### config.mk
export PLATFORM = sky130hd
export DESIGN_NAME = sap_datapath
export DESIGN_NICKNAME = d
export VERILOG_FILES = /design/src/rtl/sap_datapath.sv
export SDC_FILE = /design/constraint.sdc
export NUM_CORES = 1
export LEC_CHECK = 0
export BUFFER_PORTS_ARGS = -buffer_cell sky130_fd_sc_hd__buf_2
export CAP_MARGIN = 20
export CORE_MARGIN = 5
export CORE_UTILIZATION = 60
export CTS_BUF_LIST = sky130_fd_sc_hd__clkbuf_4
export CTS_CLUSTER_SIZE = 24
export DETAILED_ROUTE_END_ITERATION = 7
export PLACE_DENSITY = 0.87
export SLEW_MARGIN = 30
export SYNTH_ARGS = -nofsm -noshare
export SYNTH_HDL_FRONTEND = slang
export SYNTH_SLANG_ARGS = --single-unit
### constraint.sdc
create_clock -name clk -period 7.9 [get_ports clk]
set_input_delay 0.79 -clock clk [delete_from_list [all_inputs] [get_ports clk]]
set_output_delay 0.79 -clock clk [all_outputs]
set_load 0.01 [all_outputs]
### src/rtl/sap_datapath.sv
// SAP-1 style 8-bit datapath: shared W-bus, PC/MAR/IR/ACC/B/OUT registers,
// 16x8 program RAM and an add/subtract ALU, driven by a 12-bit control word.
module sap_datapath (
  input  logic        clk,
  input  logic        rst,
  input  logic [11:0] con,
  input  logic        prog_en,
  input  logic [3:0]  prog_addr,
  input  logic [7:0]  prog_data,
  output logic [3:0]  opcode,
  output logic [7:0]  out_reg,
  output logic [7:0]  wbus,
  output logic        bus_conflict
);

  logic [3:0] r_pc;
  logic [3:0] r_mar;
  logic [7:0] r_ir;
  logic [7:0] r_acc;
  logic [7:0] r_b;
  logic [7:0] r_out;
  logic [7:0] r_ram [16];

  // Control word decode; _n fields are inverted here so every w_ strobe is active-high.
  logic w_cp, w_ep, w_lm, w_ce, w_li, w_ei, w_la, w_ea, w_su, w_eu, w_lb, w_lo;
  assign w_cp = con[11];
  assign w_ep = con[10];
  assign w_lm = ~con[9];
  assign w_ce = ~con[8];
  assign w_li = ~con[7];
  assign w_ei = ~con[6];
  assign w_la = ~con[5];
  assign w_ea = con[4];
  assign w_su = con[3];
  assign w_eu = con[2];
  assign w_lb = ~con[1];
  assign w_lo = ~con[0];

  logic [7:0] w_alu;
  assign w_alu = w_su ? (r_acc + ~r_b + 8'd1) : (r_acc + r_b);

  // Programming mode parks the bus: every driver is gated off.
  logic w_d_ep, w_d_ce, w_d_ei, w_d_ea, w_d_eu;
  assign w_d_ep = w_ep & ~prog_en;
  assign w_d_ce = w_ce & ~prog_en;
  assign w_d_ei = w_ei & ~prog_en;
  assign w_d_ea = w_ea & ~prog_en;
  assign w_d_eu = w_eu & ~prog_en;

  logic [2:0] w_drv_cnt;
  assign w_drv_cnt = {2'b00, w_d_ep} + {2'b00, w_d_ce} + {2'b00, w_d_ei}
                   + {2'b00, w_d_ea} + {2'b00, w_d_eu};

  logic w_conflict;
  assign w_conflict = (w_drv_cnt > 3'd1);

  logic [7:0] w_bus;
  always_comb begin
    w_bus = 8'h00;
    if (w_drv_cnt == 3'd1) begin
      if (w_d_ep)      w_bus = {4'h0, r_pc};
      else if (w_d_ce) w_bus = r_ram[r_mar];
      else if (w_d_ei) w_bus = {4'h0, r_ir[3:0]};
      else if (w_d_ea) w_bus = r_acc;
      else             w_bus = w_alu;
    end
  end

  logic w_upd;
  assign w_upd = ~prog_en & ~w_conflict;

  // RAM is outside the reset domain so a reset never destroys a loaded program.
  always_ff @(posedge clk) begin
    if (prog_en) r_ram[prog_addr] <= prog_data;
  end

  always_ff @(posedge clk) begin
    if (rst) begin
      r_pc  <= 4'h0;
      r_mar <= 4'h0;
      r_ir  <= 8'h00;
      r_acc <= 8'h00;
      r_b   <= 8'h00;
      r_out <= 8'h00;
    end else if (w_upd) begin
      if (w_lm) r_mar <= w_bus[3:0];
      if (w_li) r_ir  <= w_bus;
      if (w_la) r_acc <= w_bus;
      if (w_lb) r_b   <= w_bus;
      if (w_lo) r_out <= w_bus;
      if (w_cp) r_pc  <= r_pc + 4'd1;
    end
  end

  assign opcode       = r_ir[7:4];
  assign out_reg      = r_out;
  assign wbus         = w_bus;
  assign bus_conflict = w_conflict;

endmodule

### Word-level counts from Yosys, hierarchy flattened

Memory sizes are Yosys's and may differ from the RTL's. A register that Yosys moved wholly into a read port is not among the register bits.
Cells that the tools add are included.

* $add $sub $neg: 8
* $lt $le $gt $ge: 1
* equality and inequality tests: 1
* mux-type cells: 10
* bitwise gates (word level): 16
* reductions and logical operators: 6

Operator list (number)
* $mux W8: 6
* $add A8 B8 Y8: 2
* $reduce_and A2 Y1: 6
* $not A1 Y1: 9
* $add A8 B1 Y8 const B: 1
* $mux W4: 2
* $not A8 Y8: 1
* $add A3 B1 Y3: 2
* $and A1 B1 Y1: 6
* $add A4 B1 Y4 const B: 1
* $add A2 B1 Y3: 1
* $eq A3 B1 Y1 const B: 1
* $gt A3 B1 Y1 const B: 1
* $add A1 B1 Y2: 1
* $mux W1: 2

* register bits after elaboration: 40
* memory bits (writable): 128
* input bits: 27
* output and inout bits: 21
* memories kept: 1

Memory list
* r_ram: depth 16, bits a word 8, read ports 1, clocked after Yosys merged registers in 1, write ports 1, RTL line 22 `logic [7:0] r_ram [16];`

### Depth between registers and ports, before layout

* depth in word-level cells: 12
* depth in mapped cells: 14

### Worst setup path after synthesis

Ideal clock, no wire load.

* kind: in2out
* from: in prog_en
* to: out wbus[7]
* arrival time: 4.123 ns
* required time: 7.110 ns
* slack: 2.987 ns
* cell stages on the path: 13
* cell sequence: clkbuf_1 -> inv_1 -> nand2_1 -> inv_1 -> fa_1 -> inv_1 -> fa_1 -> inv_1 -> ha_1 -> nor3_1 -> nand2_1 -> a221oi_1 -> and3_1

* word-level cells in the longest chain between the ends: 8

Ends and longest elaborated chain
* start, declared: RTL line 7 `input logic prog_en,`
* $not A1 Y1 *
* $and A1 B1 Y1 (on tied branches): RTL line 44, 45
* $add A1 B1 Y2: RTL line 51 `assign w_drv_cnt = {2'b00, w_d_ep} + {2'b00, w_d_ce} + {2'b00, w_d_ei}`
* $add A2 B1 Y3: RTL line 51
* $add A3 B1 Y3 (2 in a row): RTL line 52 `+ {2'b00, w_d_ea} + {2'b00, w_d_eu};`
* $eq A3 B1 Y1: RTL line 60 `if (w_drv_cnt == 3'd1) begin`
* $mux W8 *: RTL line 60
* end, declared: RTL line 12 `output logic [7:0] wbus,`

Mark *: on every way between the ends. The rest lies on a longest branch, timed or not.

### Final worst setup path

Ends and elaborated chain as after synthesis.

==> results.md <==
* Die Height at 124 microns
* GPL Wtd Cong at 1.01
* CTS buffer count at 17
* Final setup viols at 0
* Flop2flop setup slack at 5.13 ns
* Share of layout cells above drive strength 1 at 19.4%
* Worst path max stage delay at 0.67 ns
* Vias in the first global route at 4992
* Cts hold-fix bufs at 0
* Slew Viols, Final at 0
* Largest net degree at the start of global routing at 50
* Fin nets at 659
* Post-synthesis compound-gate area fraction at 9.22%
* Synth Area in Adders at 3.76%
* Depth of the CTS H-tree at 4
* Synth warn at 0
* RSZ-0062 raised after global routing: no
* WS Path Type: primary input to primary output
* DRC Markers at 0
* Largest Register: r_ram
* Final period util at 71.5%
* Grt total ovfl at 0
* Final min period at 5.65 ns
* Post-synthesis mux area share at 11.9%
* Max Fclk at 177 MHz
* Number of post-CTS setup repair buffers at 0
* Reg2Reg Depth at 6
* DRT iter0 DRCs at 570
* Total GRT Usage at 24.4%
* Register area share after synthesis at 60.6%
* Nature of the critical path endpoint: primary output
* PwrDens at 201 mW/mm^2
* VDD IR-drop max at 0.000171 V
* Post-Synth XOR/XNOR Area at 0.675%
* Largest family of logic cells by synthesized area: multiplexers
* Number of synthesized flops with an enable pin at 128
* Dpl hpwl at 12700 microns
* Seq cells post-synth at 172
* Hold Path Cell Cnt at 2
* Core ar. at 0.0127 sq mm
* Status: finished clean
* First-pass DRT Iterations at 5
* Area Overhead vs Synth at 8.95%
* Yosys top cell area share at 49.3%
* CTS tree: yes
* I/O Pins at 48
* Placement Cell Area at 0.00820 sq mm
* Count leader, synth: edfxtp_1
* Slew margin rel. at 36.1%
* Std cell rows at 41
* Starting density of the core at 61.5%
* Clock sink count at 172
* Via count at 5072
* Setup TNS at 0 ns
* Mapped Cells at 562
* Synth Area in Simple Gates at 10.2%
* Sink of the worst hold path: r_mar[1]$_SDFFE_PP0P_
* Die area at 0.0154 sq mm
* Crit-path max FO at 18
* Pleak at 2.95 nW
* Synth top cells by count: edfxtp_1, dfxtp_1, nor2_1, inv_1, nand2_1
* Root buf cell: clkbuf_4
* Dominant synthesized flop cell: edfxtp_1
* Netlist cell types at 55
* Antenna-violating nets left at 0
* Critical Path AT at 4.86 ns
* Drt total wl at 17800 microns
* First-pass GRT wire length at 27200 microns
* Worst Tran Pin Value at 0.955 ns
* IO Port Bufs at 47
* Most Used Layer, Global Route: met2
* Initial antenna violation count at 0
* Worst setup SP type: primary input
* CTS resizes at 0
* Hold Slack at 0.486 ns
* Max-Cap Viols at 0
* Routed length per instance at 22.4 microns
* Critical path cell sequence: buf_2, inv_1, nand2_1, inv_1, fa_1, inv_1, fa_1, inv_1, ha_1, nor3_1, nand2_1, a221oi_1, and3_1, buf_2
* CP max-delay cell: nor3_1
* Global-route track usage on met3 at 7.04%
* Area leader, netlist: edfxtp_1
* Synthesized area per cell at 13.9 sq um
* Clock Latency Late Sink at 0.54 ns
* Asr flop ratio synth at 0%
* Final Hold Viols at 0
* Grt met1 use at 29.1%
* Clk slew on worst S/H paths at 0.11 ns
* Number of flip-flops in the largest register at 128
* Hold Crit Start: r_mar[1]$_SDFFE_PP0P_
* Syn nets at 610
* Horiz. Die Dim at 124 microns
* Met2 Use GR at 42.2%
* Worst Skew at 0.0180 ns
* CP required at 7.11 ns
* Hold Path Class: flip-flop to flip-flop
* Design area at 0.00849 sq mm
* Clock Tree Buf Depth at 2
* Vias per cell at 6.36
* Most common cell on crit path: inv_1
* Synthesized cell area at 0.00779 sq mm
* Synth top area cells: edfxtp_1, dfxtp_1, mux4_1
-- final cells by class --
class	instances	area, sq um
Tap cell	172	215
Clock inverter	10	116
Multi-Input combinational cell	328	2810
Sequential cell	172	4730
Fill cell	874	4180
Antenna cell	1	2.50
Inverter	33	124
Timing Repair Buffer	59	325
Clock buffer	22	165
-- layout by cell type, fill, tap and decap left out, types with 17 or more instances in the layout --
master / n
nand2_1: 28
nor2_1: 36
inv_1: 33
mux2i_1: 18
edfxtp_1: 128
ha_1: 17
nand3_1: 21
clkbuf_4: 22
dfxtp_1: 42
buf_2: 47
-- power breakdown --
group          leakage (nW)  total (W)  switching (W)  internal, W
Sequential             1.51    0.00101      0.0000145     0.000991
Combinational          1.29   0.000204       0.000128    0.0000755
Clock                 0.153   0.000495       0.000288     0.000207
-- stage by stage --
step	setup slack, ns	util, %	power [W]	std cells
floorplan	2.99	-	0.00116	562
CTS	2.30	67.0	0.00170	796
global placement	2.46	64.7	0.00122	764
global route	1.82	67.0	0.00177	796
finish	2.25	67.0	0.00170	797
detailed placement	2.34	64.7	0.00123	764
-- critical path, delay by kind of cell --
kind                       cells  cell delay [ns]
AOI/OAI and AO/OA              1             0.55
adders and majority gates      3             1.20
buffers and inverters          6             0.86
and+or+nand+nor                4             1.45
-- worst max-delay path by stage --
stage	from	to	slack, ns	cells past startpoint
after global placement	prog_en	wbus[7]	2.46	14
after CTS	prog_en	wbus[7]	2.30	14
after global routing	prog_en	wbus[7]	1.82	14
after detailed placement	prog_en	wbus[7]	2.34	14
final	prog_en	wbus[7]	2.25	14
after floorplan	prog_en	wbus[7]	2.99	13
-- metal layers --
metal / part of all wire [%] / wire (microns)
met5: 0 / 0
met3: 8.7 / 1550
met4: 3.0 / 536
met2: 51 / 9050
met1: 38 / 6710
-- cells by family (layout without fill, tap and decap cells) --
| family | Yosys count | after routing |
|---|---|---|
| xor gates and xnor gates | 6 | 6 |
| adders and majority gates | 21 | 21 |
| other | 0 | 1 |
| muxes | 50 | 50 |
| DFF | 172 | 172 |
| AOI/OAI and AO/OA | 94 | 94 |
| buffers and inverters | 62 | 124 |
| and+or+nand+nor | 157 | 157 |
Power figures use the tool's default switching activity.
